[config.mk]
export PLATFORM = sky130hd
export DESIGN_NAME = ccff_chain_loader
export DESIGN_NICKNAME = d
export VERILOG_FILES = /design/src/rtl/ccff_chain_loader.sv
export SDC_FILE = /design/constraint.sdc
export NUM_CORES = 1
export LEC_CHECK = 0
export CORE_ASPECT_RATIO = 2
export CORE_MARGIN = 3
export CORE_UTILIZATION = 64
export DETAILED_ROUTE_END_ITERATION = 7
export PLACE_DENSITY = 0.95
export SETUP_SLACK_MARGIN = 0.4
export SLEW_MARGIN = 25
export SYNTH_ARGS = -nofsm -noshare
export SYNTH_HDL_FRONTEND = slang
export SYNTH_SLANG_ARGS = --single-unit
[constraint.sdc]
create_clock -name prog_clk -period 5.5 [get_ports prog_clk]
set_input_delay 0.825 -clock prog_clk [delete_from_list [all_inputs] [get_ports prog_clk]]
set_output_delay 0.825 -clock prog_clk [all_outputs]
set_load 0.1 [all_outputs]
[src/rtl/ccff_chain_loader.sv]
// ccff_chain_loader: takes host bitstream words over valid/ready and
// serialises them MSB-first onto the configuration chain head, with a
// per-bit chain clock enable and config_enable framing.
// Optional build macro CCFF_TAIL_CRC_EN adds tail_crc, a CRC-8 (poly 0x07)
// taken over ccff_tail on every shifting cycle.
module ccff_chain_loader #(
  parameter int CHAIN_LEN = 18,
  parameter int WORD_W    = 8,
  parameter int CNT_W     = 16
) (
  input  logic              prog_clk,
  input  logic              pReset,
  input  logic              start,
  input  logic              abort,
  input  logic [WORD_W-1:0] data_in,
  input  logic              data_valid,
  output logic              data_ready,
  output logic              ccff_head,
  output logic              chain_clk_en,
  output logic              config_enable,
  input  logic              ccff_tail,
  output logic              busy,
  output logic              done
`ifdef CCFF_TAIL_CRC_EN
  ,
  output logic [7:0]        tail_crc
`endif
);

  localparam int WORDS     = (CHAIN_LEN + WORD_W - 1) / WORD_W;
  localparam int LAST_BITS = CHAIN_LEN - (WORDS - 1) * WORD_W;
  localparam int SC_W      = $clog2(WORD_W + 1);

  localparam logic [SC_W-1:0]  FULL_BITS     = SC_W'(WORD_W);
  localparam logic [SC_W-1:0]  TAIL_BITS     = SC_W'(LAST_BITS);
  localparam logic [SC_W-1:0]  ONE_BIT       = SC_W'(1);
  localparam logic [CNT_W-1:0] LAST_WORD_IDX = CNT_W'(WORDS - 1);
  localparam logic [CNT_W-1:0] CHAIN_END     = CNT_W'(CHAIN_LEN);

  typedef enum logic [1:0] {IDLE, LOAD, DRAIN, DONE} state_t;

  state_t            state_q, state_d;
  logic [WORD_W-1:0] hold_q, hold_d;
  logic              hold_full_q, hold_full_d;
  logic [SC_W-1:0]   hold_bits_q, hold_bits_d;   // useful bits in the held word
  logic [WORD_W-1:0] shift_q, shift_d;
  logic [SC_W-1:0]   shift_bits_q, shift_bits_d; // useful bits left to emit
  logic [CNT_W-1:0]  word_cnt_q, word_cnt_d;
  logic [CNT_W-1:0]  bit_cnt_q, bit_cnt_d;
  logic              head_q, head_d;             // last emitted bit, held when starved

  logic active;
  logic emit;
  logic refill;
  logic accept;

  // Handshake and chain-side outputs are decoded from registered state only,
  // so an asynchronous reset forces them low without waiting for a clock.
  assign active        = (state_q == LOAD) || (state_q == DRAIN);
  assign emit          = active && (shift_bits_q != '0);
  // The hold word slides in as the shifter goes empty or emits its last bit.
  assign refill        = active && hold_full_q && (shift_bits_q <= ONE_BIT);
  assign data_ready    = (state_q == LOAD) && (!hold_full_q || refill) && !abort;
  assign accept        = data_ready && data_valid;
  assign chain_clk_en  = emit;
  assign ccff_head     = emit ? shift_q[WORD_W-1] : head_q;
  assign busy          = active;
  assign config_enable = active;
  assign done          = (state_q == DONE);

  // Next-state, buffering and shifting decisions.
  always_comb begin
    state_d      = state_q;
    hold_d       = hold_q;
    hold_full_d  = hold_full_q;
    hold_bits_d  = hold_bits_q;
    shift_d      = shift_q;
    shift_bits_d = shift_bits_q;
    word_cnt_d   = word_cnt_q;
    bit_cnt_d    = bit_cnt_q;
    head_d       = head_q;

    case (state_q)
      IDLE: begin
        if (start && !abort) begin
          state_d      = LOAD;
          hold_full_d  = 1'b0;
          shift_bits_d = '0;
          word_cnt_d   = '0;
          bit_cnt_d    = '0;
        end
      end
      LOAD, DRAIN: begin
        if (emit) begin
          head_d       = shift_q[WORD_W-1];
          shift_d      = shift_q << 1;
          shift_bits_d = shift_bits_q - ONE_BIT;
          bit_cnt_d    = bit_cnt_q + CNT_W'(1);
        end
        if (refill) begin
          shift_d      = hold_q;
          shift_bits_d = hold_bits_q;
          hold_full_d  = 1'b0;
        end
        if (accept) begin
          hold_d      = data_in;
          hold_full_d = 1'b1;
          word_cnt_d  = word_cnt_q + CNT_W'(1);
          // Only the top bits of the final word belong to the chain.
          if (word_cnt_q == LAST_WORD_IDX) begin
            hold_bits_d = TAIL_BITS;
            state_d     = DRAIN;
          end else begin
            hold_bits_d = FULL_BITS;
          end
        end
        if ((state_q == DRAIN) && (bit_cnt_d == CHAIN_END)) begin
          state_d = DONE;
        end
        if (abort) begin
          state_d      = IDLE;
          hold_full_d  = 1'b0;
          shift_bits_d = '0;
        end
      end
      DONE: begin
        state_d = IDLE;
      end
      default: begin
        state_d = IDLE;
      end
    endcase
  end

  // State and datapath registers with asynchronous reset.
  always_ff @(posedge prog_clk or posedge pReset) begin
    if (pReset) begin
      state_q      <= IDLE;
      hold_q       <= '0;
      hold_full_q  <= 1'b0;
      hold_bits_q  <= '0;
      shift_q      <= '0;
      shift_bits_q <= '0;
      word_cnt_q   <= '0;
      bit_cnt_q    <= '0;
      head_q       <= 1'b0;
    end else begin
      state_q      <= state_d;
      hold_q       <= hold_d;
      hold_full_q  <= hold_full_d;
      hold_bits_q  <= hold_bits_d;
      shift_q      <= shift_d;
      shift_bits_q <= shift_bits_d;
      word_cnt_q   <= word_cnt_d;
      bit_cnt_q    <= bit_cnt_d;
      head_q       <= head_d;
    end
  end

`ifdef CCFF_TAIL_CRC_EN
  logic [7:0] crc_q, crc_d;

  assign tail_crc = crc_q;

  // CRC-8 over the bits leaving the chain; cleared when a load starts.
  always_comb begin
    crc_d = crc_q;
    if ((state_q == IDLE) && start && !abort) begin
      crc_d = 8'h00;
    end else if (emit) begin
      crc_d = {crc_q[6:0], 1'b0} ^ ((crc_q[7] ^ ccff_tail) ? 8'h07 : 8'h00);
    end
  end

  // CRC register with asynchronous reset.
  always_ff @(posedge prog_clk or posedge pReset) begin
    if (pReset) begin
      crc_q <= 8'h00;
    end else begin
      crc_q <= crc_d;
    end
  end
`else
  logic unused_tail;
  assign unused_tail = ccff_tail;
`endif

endmodule

# Yosys cells after proc, flatten, opt, wreduce, memory -nomap -nowiden
# Cells that the tools add are included.
# op_classes
add_sub_neg,3
n_mul,0
div,0
magnitude_cmp,1
n_eq_ne,11
n_shift,0
muxes,26
bitwise,0
reduce_logical,24
# ops
operator,n
$mux 16,4
$pmux 16 s2,2
$add 16x1->16 const B,2
$mux 4,5
$eq 16x2->1 const B,1
$eq 16x5->1 const B,1
$mux 8,2
$ne 4x4->1 const B,4
$reduce_and 3->1,4
$mux 2,5
$logic_and 1x1->1,8
$pmux 4 s2,1
$pmux 2 s3,1
$reduce_and 2->1,3
$mux 1,5
$eq 2x2->1 const B,2
$le 4x1->1 const B,1
$ne 2x2->1 const B,2
$reduce_bool 2->1,2
$reduce_bool 4->1,1
$sub 4x1->4 const B,1
$eq 2x1->1 const B,1
$logic_not 1->1,2
$logic_not 2->1,1
3 further kinds,4
# totals
ff_bits,60
latch_bits,0
mem_bits_rw,0
rom_bits,0
out_inout_bits,6
word_cells,74
mem_count,0

# Depth between registers and ports, before layout
# logic_depth
word_depth,12
mapped_depth,11

# Worst setup path before layout
# No wires, ideal clock.
# synth_path
kind,reg-to-output
from,register state_q[0]
to,output data_ready
arrival_time_ps,3408
slack_ps,1267
path_stages_with_launch,7
path_buffers,0
path_cell_list,dfrtp_1 > inv_1 > ha_1 > nand2_1 > o41ai_4 > nand2_1 > nor2_1
# synth_between
elab_chain_len,7
# synth_rtl
element,line_no,rtl
start: declaration,42,"state_t state_q, state_d;"
start signal: assignment,148,state_q <= state_d;
$eq 2x1->1 / $eq 2x2->1 (equally long branches),59,assign active = (state_q == LOAD) || (state_q == DRAIN);
$logic_or 1x1->1 *,59,
via busy,22,"output logic busy,"
$logic_and 1x1->1 * (2 in series),62,assign refill = active && hold_full_q && (shift_bits_q <= ONE_BIT);
$logic_or 1x1->1 *,63,assign data_ready = (state_q == LOAD) && (!hold_full_q || refill) && !abort;
$logic_and 1x1->1 * (2 in series),63,
end: declaration,17,"output logic data_ready,"
# The timed path passes the listed nets; every way through them passes the cells marked *.

# Final worst setup path
# layout_path
from,register shift_bits_q[0]
to,output ccff_head
# layout_between
elab_chain_len,3
# layout_rtl
element,line_no,rtl
start: declaration,47,"logic [SC_W-1:0] shift_bits_q, shift_bits_d;"
start signal: assignment,153,shift_bits_q <= shift_bits_d;
$reduce_bool 4->1,60,assign emit = active && (shift_bits_q != '0);
$logic_and 1x1->1,60,
$mux 1,66,assign ccff_head = emit ? shift_q[WORD_W-1] : head_q;
end: declaration,18,"output logic ccff_head,"
# No other way between the ends.

==> key figures <==
STA
  – Max Freq: 0.241 GHz
  – Final Hold Vio Count: 0
  – Slew of the pin with the lowest slew margin: 0.979 ns
  – RSZ-0062 raised after global routing: no
  – Count of pins over their slew limit: 0
  – Worst Skew: 0.00831 ns
  – Final period util: 75.4%
  – Fin Setup TNS: 0 ns
  – Final setup viols: 0
  – Tmin final: 4.15 ns
  – Rel. slew slack: 34.5%

GRT
  – Initial antenna violation count: 0
  – All-Layer GR Usage: 30.2%
  – Largest net degree at the start of global routing: 59
  – First-pass GRT wire length: 14300 µm
  – GRT overflow: 0
  – Number of global-route vias before repair: 3039

Die
  – Die area: 6280 µm²
  – Die Ht: 109 µm
  – Die width: 57.5 µm
  – Initial Util: 66.2%
  – Core ar.: 5140 µm²
  – # rows: 37
  – I/O pin total: 20

Clocking
  – Hold buffer count at cts: 0
  – Post-CTS Resized: 0
  – Clock root cell: clkbuf_8
  – Clock transition at path regs: 0.06 ns
  – CTS tree: yes
  – Clock latency on the worst-skew pair: 0.35 ns
  – CTS buffer count: 9
  – CTS sink count: 58
  – Setup Buffers After CTS: 0
  – Clock Path Buffers: 2
  – Htree depth: 3

Logic synthesis
  – Yosys warns: 0
  – Flop and latch count out of synthesis: 58
  – Net count after synthesis: 386
  – Ys async rst share: 100%
  – Mean Syn Cell Area: 9.37 µm²
  – Sequential fraction of the synthesis area: 42.7%
  – Most used DFF post-synth: dfrtp_1
  – Syn Inst Count: 363
  – Post-synthesis cell area: 3400 µm²
  – Number of synthesized flops with an enable pin: 0
  – Synth cell types: 58

Setup path
  – Worst reg-to-reg setup slack: 2.13 ns
  – Worst path cell trace: inv_1 -> ha_1 -> or3b_1 -> and2_2 -> mux2_2 -> clkdlybuf4s50_1
  – Reg2reg end: state_q[0]
  – Worst stage delay on the critical path: 1.12 ns
  – Critical path arrival: 3.32 ns
  – Startpoint Class: flop
  – Critical path class: flop to output port
  – RR Startpoint: state_q[1]
  – Setup crit end kind: output port
  – Crit path max fanout: 15
  – Worst path slowest cell: clkdlybuf4s50_1
  – Worst EP required: 4.68 ns
  – Worst Reg-to-Reg Cells: 10

Pwr
  – PwrDens: 532 nW/µm²
  – Worst vdd ir: 0.534 mV
  – Total power: 0.00203 W
  – Leakage power: 1.61 nW

Min path
  – Hold path depth: 2
  – Hold Path Class: flop to flop
  – HP Start: shift_q[5]
  – WHS Endpoint: shift_q[5]

Placement
  – DP HPWL: 5450 µm
  – Port bufs: 18
  – Gp weighted congestion: 0.854

Drt
  – DRC: 0
  – WL/cell: 19.4 µm
  – First-pass DRT Iterations: 5
  – Vias per cell: 6.73
  – Antenna-violating nets left: 0
  – Post-Route WL: 8650 µm
  – Total number of vias: 2996
  – 1st-iter DRT viols: 215

Cells and area
  – Commonest non-fill, non-tap cell in the layout: nand2_1
  – Share of layout cells above drive strength 1: 12.4%
  – ANT cells: 0
  – Final nets: 406
  – Layout area overhead: 12.2%
  – Most frequent cells in the layout: 59 x nand2_1, 58 x dfrtp_1, 24 x nor2_1

Job
  – Max-cap violations: 0

Status
  – Status: completed
[worst max-delay path by stage]
stage                         start         end  slack [ns]
floorplan                state_q[0]  data_ready        1.27
global placement    shift_bits_q[0]   ccff_head        1.76
detailed placement  shift_bits_q[0]   ccff_head        1.70
CTS                 shift_bits_q[0]   ccff_head        1.35
global route        shift_bits_q[0]   ccff_head        1.24
finish              shift_bits_q[0]   ccff_head        1.35
[metrics by stage]
stage	setup WS, ns	cells	util [%]	cell area, µm²	hold slack (ns)
4_1_cts	1.35	445	74.3	3820	0.515
2_1_floorplan	1.27	363	-	3400	0.449
5_1_grt	1.24	445	74.3	3820	0.529
3_3_place_gp	1.76	430	70.3	3610	0.463
6_report	1.35	445	74.3	3820	0.515
3_5_place_dp	1.70	430	70.3	3610	0.488
[routing by layer]
layer	share of wire, %	vias to the layer above	GRT usage (%)
met5	0	-	0
met4	4.3	0	18.9
met3	4.7	38	5.09
met2	55	136	53.9
met1	36	1466	31.8
li1	-	1356	-
[sequential cells by signal (all words and copies together), names as in the netlist]
register      flops
bit_cnt_q        16
head_q            1
hold_bits_q       2
hold_full_q       1
hold_q            8
shift_bits_q      4
shift_q           8
state_q           2
word_cnt_q       16
[worst max-delay path, delay by kind of cell (launching register included)]
kind | cells | cell delay, ns
buf+inv | 2 | 1.20
simple gates | 2 | 0.91
flops | 1 | 0.42
fa+ha+maj | 1 | 0.22
mux | 1 | 0.22
[synth_stat cells, types with 4 or more instances]
cell type / instances / area, µm²
nand2_1: 59 / 221
dfrtp_1: 58 / 1450
nor2_1: 24 / 90.1
o21ai_0: 21 / 105
o31ai_1: 17 / 128
nand3_1: 15 / 75.1
xor2_1: 15 / 131
nand4_1: 13 / 81.3
mux2_2: 11 / 124
clkbuf_1: 10 / 37.5
ha_1: 9 / 113
a21oi_1: 8 / 40.0
inv_1: 8 / 30.0
mux2i_1: 8 / 80.1
nor3_1: 7 / 35.0
a22o_1: 5 / 43.8
nor4_1: 5 / 31.3
and2_1: 4 / 25.0
and4_1: 4 / 35.0
nand2b_1: 4 / 25.0
or3_1: 4 / 25.0
[where the power goes]
group	switching [W]	leakage [nW]	internal, W
combinational	0.000705	0.728	0.000306
sequential	0.0000917	0.780	0.000519
clock	0.000165	0.106	0.000243
total	0.000962	1.61	0.00107
[cells by family (layout without fill, tap and decap cells)]
logic type,Yosys count,after routing,synth area share (%)
AOI/OAI and AO/OA,70,70,14.5
xor gates and xnor gates,17,17,4.38
adders and majority gates,9,9,3.31
buffers and inverters,24,48,3.83
DFF,58,58,42.7
muxes,20,20,6.33
and+or+nand+nor,165,165,24.9
[final cells by class]
class	instances	area, µm²
flip-flops and latches	58	1450
inverters	8	30.0
clock inverters	2	35.0
fillers	329	1320
multi-input cells	281	1830
repair buffers	25	233
clock buffers	13	169
well taps	58	72.6
Note: power is estimated with default switching activity, not from simulation.
==> edit 1, RTL diff (same settings) <==
Re-encode `state_t` (4 states) as one-hot, 4 bits wide.
--- a/src/rtl/ccff_chain_loader.sv
+++ b/src/rtl/ccff_chain_loader.sv
@@ -37,7 +37,7 @@
   localparam logic [CNT_W-1:0] LAST_WORD_IDX = CNT_W'(WORDS - 1);
   localparam logic [CNT_W-1:0] CHAIN_END     = CNT_W'(CHAIN_LEN);
 
-  typedef enum logic [1:0] {IDLE, LOAD, DRAIN, DONE} state_t;
+  typedef enum logic [3:0] {IDLE = 4'b0001, LOAD = 4'b0010, DRAIN = 4'b0100, DONE = 4'b1000} state_t;
 
   state_t            state_q, state_d;
   logic [WORD_W-1:0] hold_q, hold_d;
Function: no difference found for any inputs over 10 cycles, from zero or initial values and one cycle with pReset high; not proved beyond that.
==> edit 1 against the unedited design <==
Via count fell by 4.9%. Register-to-register slack improved by 0.45 ns. Cell count shrank 1.3%. Routed wire length fell by 12%. Area after synthesis fell by 0.22%. Sequential cell count grew 2. Setup slack got worse by 0.14 ns. Design area is 2.0% lower.
Power is not compared: it rests on default switching activity, and its combinational part moved more than twofold at a synthesized area within 25%.
==> edit 1: results (changes against the unedited design) <==
| Metric | Value |
|---|---|
| Outcome | `completed` |
| Register area share after synthesis | `44.3% (+1.6 points)` |
| Clk tree area frac | `5.08% (-0.26 points)` |
| Seq/total area | `40.2% (+2.1 points)` |
| Gpl congestion | `0.974 (+14%)` |
| Met3 GRT Util | `4.86% (-0.24 points)` |
| Buffering overhead | `5.22% (-0.88 points)` |
| Synth cell count leaders | `59 x dfrtp_1, 46 x nand2_1, 34 x nor2_1` |
| Synthesized instance count | `371 (+2.2%)` |
| Wire length on met1 | `2800 µm (-10%)` |
| Pre-antenna DRT Iters | `8 (+3)` |
| Actual slew at the worst max-slew pin | `0.966 ns (-0.0133 ns)` |
| Clock Skew | `0.00651 ns (-0.00180 ns)` |
| Met1 usage | `28.2% (-3.6 points)` |
| Initial DRC Count | `161 (-25%)` |
| Fillers | `352 (+7.0%)` |
| Multi-input gate area in the final layout | `1740 µm² (-4.7%)` |
| Met2 routed WL | `4160 µm (-12%)` |
| Worst-path maximum fanout | `14 (-1)` |
| Largest net degree at the start of global routing | `61 (+3.4%)` |
| CP arrival | `3.47 ns (+0.15 ns)` |
| Synth top area share | `43.5% (+0.83 points)` |
| Placed Area | `3550 µm² (-1.7%)` |
| Post-DR vias/cell | `6.49 (-3.6%)` |
| #MultiIn Comb | `277 (-1.4%)` |
| Number of global-route vias before repair | `2790 (-8.2%)` |
| Logic inverters | `11 (+3)` |
| Placed Instances | `425 (-1.2%)` |
| Post-route design area | `3740 µm² (-2.0%)` |
| CLK BUF | `12 (-1)` |
| GR Layer Usage met2 | `47.0% (-6.9 points)` |
| Syn Nets | `391 (+1.3%)` |
| CTS sink cnt | `60 (+3.4%)` |
| Routed wire length | `7630 µm (-12%)` |
| Crit path largest cell delay | `0.97 ns (-0.15 ns)` |
| Top post-synthesis cells by area | `dfrtp_1 44%, nand2_1 5.1%, mux2i_1 4.1%` |
| Met3 Wirelength | `347 µm (-15%)` |
| Nets | `399 (-1.7%)` |
## edit 1: changes by cell type in the layout (fill, tap and decap cells not counted), moves of 5 or more
cell / unedited run / this run
a21oi_1: 8 / 18
nand2_1: 59 / 46
xor2_1: 15 / 3
o31ai_1: 17 / 2
mux2_2: 11 / 2
o21ai_0: 21 / 28
nor2_1: 24 / 34
xnor2_1: 2 / 12
buf_4: 7 / 2
nor4_1: 4 / 10
mux2i_1: 8 / 14
## edit 1: critical path, delay by kind of cell (launching register included)
family                    cells  cell delay [ns]
and+or+nand+nor               2             0.53
buffers and inverters         3             1.39
DFF                           1             0.55
xor gates and xnor gates      1             0.28
muxes                         1             0.37
## edit 1: worst paths after layout
path | start | to | slack (ns) | cells after the start
worst max-delay path | state_q[1] | ccff_head | 1.21 | 7
worst min-delay path | hold_q[2] | hold_q[2] | 0.48 | 2
worst max register to register | state_q[1] | state_q[3] | 2.58 | 9
worst min register to register | hold_q[2] | hold_q[2] | 0.48 | 2
max in group asynchronous | pReset | bit_cnt_q[14] | 4.01 | 3
min in group asynchronous | pReset | word_cnt_q[13] | 1.01 | 3
## edit 1: kinds of logic after synthesis
family | after synthesis | share of synthesized area, %
compound gates | 76 | 13.7
xor+xnor | 16 | 4.68
fa+ha+maj | 6 | 2.21
buf+inv | 34 | 4.42
flops | 60 | 44.3
mux | 16 | 4.79
simple gates | 163 | 25.9
## edit 1: per-stage QoR
| step | utilization (%) | power (mW) |
|---|---|---|
| after detailed placement | 71.0 | 0.704 |
| after global routing | 74.8 | 1.13 |
| after global placement | 71.0 | 0.690 |
| after CTS | 74.8 | 1.09 |
| after floorplan | - | 0.657 |
| final | 74.8 | 1.08 |
==> edit 2, RTL diff (config.mk and constraints unchanged) <==
Made on the original files. Set the parameter `CNT_W` to 32 (it was 16).
--- a/src/rtl/ccff_chain_loader.sv
+++ b/src/rtl/ccff_chain_loader.sv
@@ -6,7 +6,7 @@
 module ccff_chain_loader #(
   parameter int CHAIN_LEN = 18,
   parameter int WORD_W    = 8,
-  parameter int CNT_W     = 16
+  parameter int CNT_W     = 32
 ) (
   input  logic              prog_clk,
   input  logic              pReset,
Function: same outputs for any inputs over 10 cycles, from zero or initial values and one cycle with pReset high; that may be too few to reach the edited logic, so the function may still have changed.
==> edit 2 against the unedited design <==
Via count up 76%. Routed wire length grew 78%. Sequential cell count increased by 32. Worst hold slack got worse by 0.030 ns. Non-clock buffer count shrank 1. Register-to-register slack got worse by 0.63 ns. Area after synthesis up 66%. Critical path depth did not move. Sequential share of layout area shrank 0.96 points. Setup slack worse by 0.27 ns. Power increased by 34%. Synthesized cell count increased by 85%. Design area is 59% higher. Global-route usage grew 1.7 points.
==> edit 2: results (changes against the unedited design) <==
| Metric | Value |
|---|---|
| R2r setup slk | `1.50 ns (-0.63 ns)` |
| P_leak | `2.61 nW (+62%)` |
| Syn Nets | `697 (+81%)` |
| Top FF cell, synth | `dfrtp_1` |
| Share of cells above drive strength 1 | `6.13% (-6.3 points)` |
| First-pass GRT wire length | `25500 µm (+78%)` |
| Crit. Startpoint | `shift_bits_q[0]` |
| Outcome | `completed` |
| Hold/Removal Path Class | `reg -> reg` |
| Initial DRC Count | `369 (+72%)` |
| Top post-synthesis cells by area | `dfrtp_1 40%, nand2_1 6.7%, nor2_1 4.4%` |
| Routed wire length | `15400 µm (+78%)` |
| Worst-path maximum fanout | `17 (+2)` |
| Final Hold Slack | `0.485 ns (-0.0304 ns)` |
| Detailed-route via count | `5265 (+76%)` |
| Pre-antenna DRT Iters | `5 (unchanged)` |
| Critical R2R Launch | `state_q[0]` |
| Register area share after synthesis | `39.8% (-2.9 points)` |
| Overall routing resource usage | `31.8% (+1.7 points)` |
| Hold path startpoint | `hold_q[3]` |
| Fillers | `616 (+87%)` |
| Clock Path Buffers | `2 (unchanged)` |
| Synth cell types | `67 (+16%)` |
| CP arrival | `3.59 ns (+0.27 ns)` |
| Nets | `689 (+70%)` |
| Actual slew at the worst max-slew pin | `0.985 ns (+0.00540 ns)` |
| Clock Skew | `0.0120 ns (+0.00371 ns)` |
| Placed Area | `5780 µm² (+60%)` |
| Gpl congestion | `1.04 (+22%)` |
| Number of global-route vias before repair | `5359 (+76%)` |
| Switching Share | `47.0% (-0.36 points)` |
| CTS root buf | `clkbuf_16` |
| DP HPWL | `10700 µm (+95%)` |
| Register Area | `2250 µm² (+55%)` |
| H-tree Lvls | `3 (unchanged)` |
| Clock slew at reported path FFs | `about 0.07 ns` |
| DRC Markers | `0 (unchanged)` |
| Largest regs | `bit_cnt_q x32, word_cnt_q x32` |
| Yosys warns | `0 (unchanged)` |
| Post_cts resized | `0 (unchanged)` |
| Peak supply drop | `487 µV (-8.8%)` |
| Crit path largest cell delay | `1.22 ns (+0.10 ns)` |
| Synth cell count leaders | `101 x nand2_1, 90 x dfrtp_1, 66 x nor2_1` |
| Largest net degree at the start of global routing | `53 (-10%)` |
edit 2: cell types whose count changed after synthesis, sizes merged, moves of 17 or more:
cell   change
nand2     +44
nand3     +17
nand4     +21
o21ai     +23
dfrtp     +32
nor4      +17
buf       +19
nor2      +42
edit 2: final cells by class:
cell class / instances / area share [%]
well taps: 98 / 2.02
inverters: 24 / 1.50
multi-input cells: 516 / 50.9
clock inverters: 6 / 1.09
flip-flops and latches: 90 / 37.1
clock buffers: 9 / 3.71
repair buffers: 24 / 3.67
edit 2: layer usage:
metal / up-vias / GRT usage (%) / share of wire (%)
met5: - / 0 / 0
met4: 0 / 21.0 / 6.5
met3: 85 / 4.35 / 5.0
met2: 250 / 55.7 / 53
met1: 2529 / 34.5 / 35
li1: 2401 / - / -
edit 2: worst register-to-register path: stages, from the launching register on:
cell      delay, ns
dfrtp_1        0.40
inv_1          0.08
ha_1           0.64
inv_1          0.45
nor2_1         0.48
and4_1         0.57
o2111a_1       0.32
and4_1         0.47
and3_1         0.25
xnor2_1        0.15
nor2_1         0.06
edit 2: worst paths after layout:
| kind | endpoint | cells past startpoint |
|---|---|---|
| worst min-delay path | hold_q[3] | 2 |
| max in group asynchronous | word_cnt_q[24] | 3 |
| worst min register to register | hold_q[3] | 2 |
| worst max register to register | word_cnt_q[8] | 10 |
| min in group asynchronous | shift_q[3] | 2 |
| worst max-delay path | chain_clk_en | 6 |
edit 2: kinds of logic after synthesis:
kind of cell	share of synthesized area [%]
xor+xnor	4.80
compound gates	14.7
flops	39.8
mux	2.54
fa+ha+maj	2.21
buf+inv	5.51
simple gates	30.5
edit 2: metrics by stage:
step | instances | worst slack [ns]
after floorplan | 673 | 0.875
after global placement | 752 | 1.56
after detailed placement | 752 | 1.50
after CTS | 767 | 1.14
after global routing | 767 | 0.945
final | 767 | 1.08
edit 2: power by group through the flow:
stage / clock [mW] / combinational (mW) / sequential (mW)
global route: 0.647 / 1.26 / 0.941
finish: 0.623 / 1.17 / 0.927
detailed placement: 0 / 1.13 / 0.932
CTS: 0.626 / 1.15 / 0.921
global placement: 0 / 1.08 / 0.918
floorplan: 0 / 0.928 / 0.859
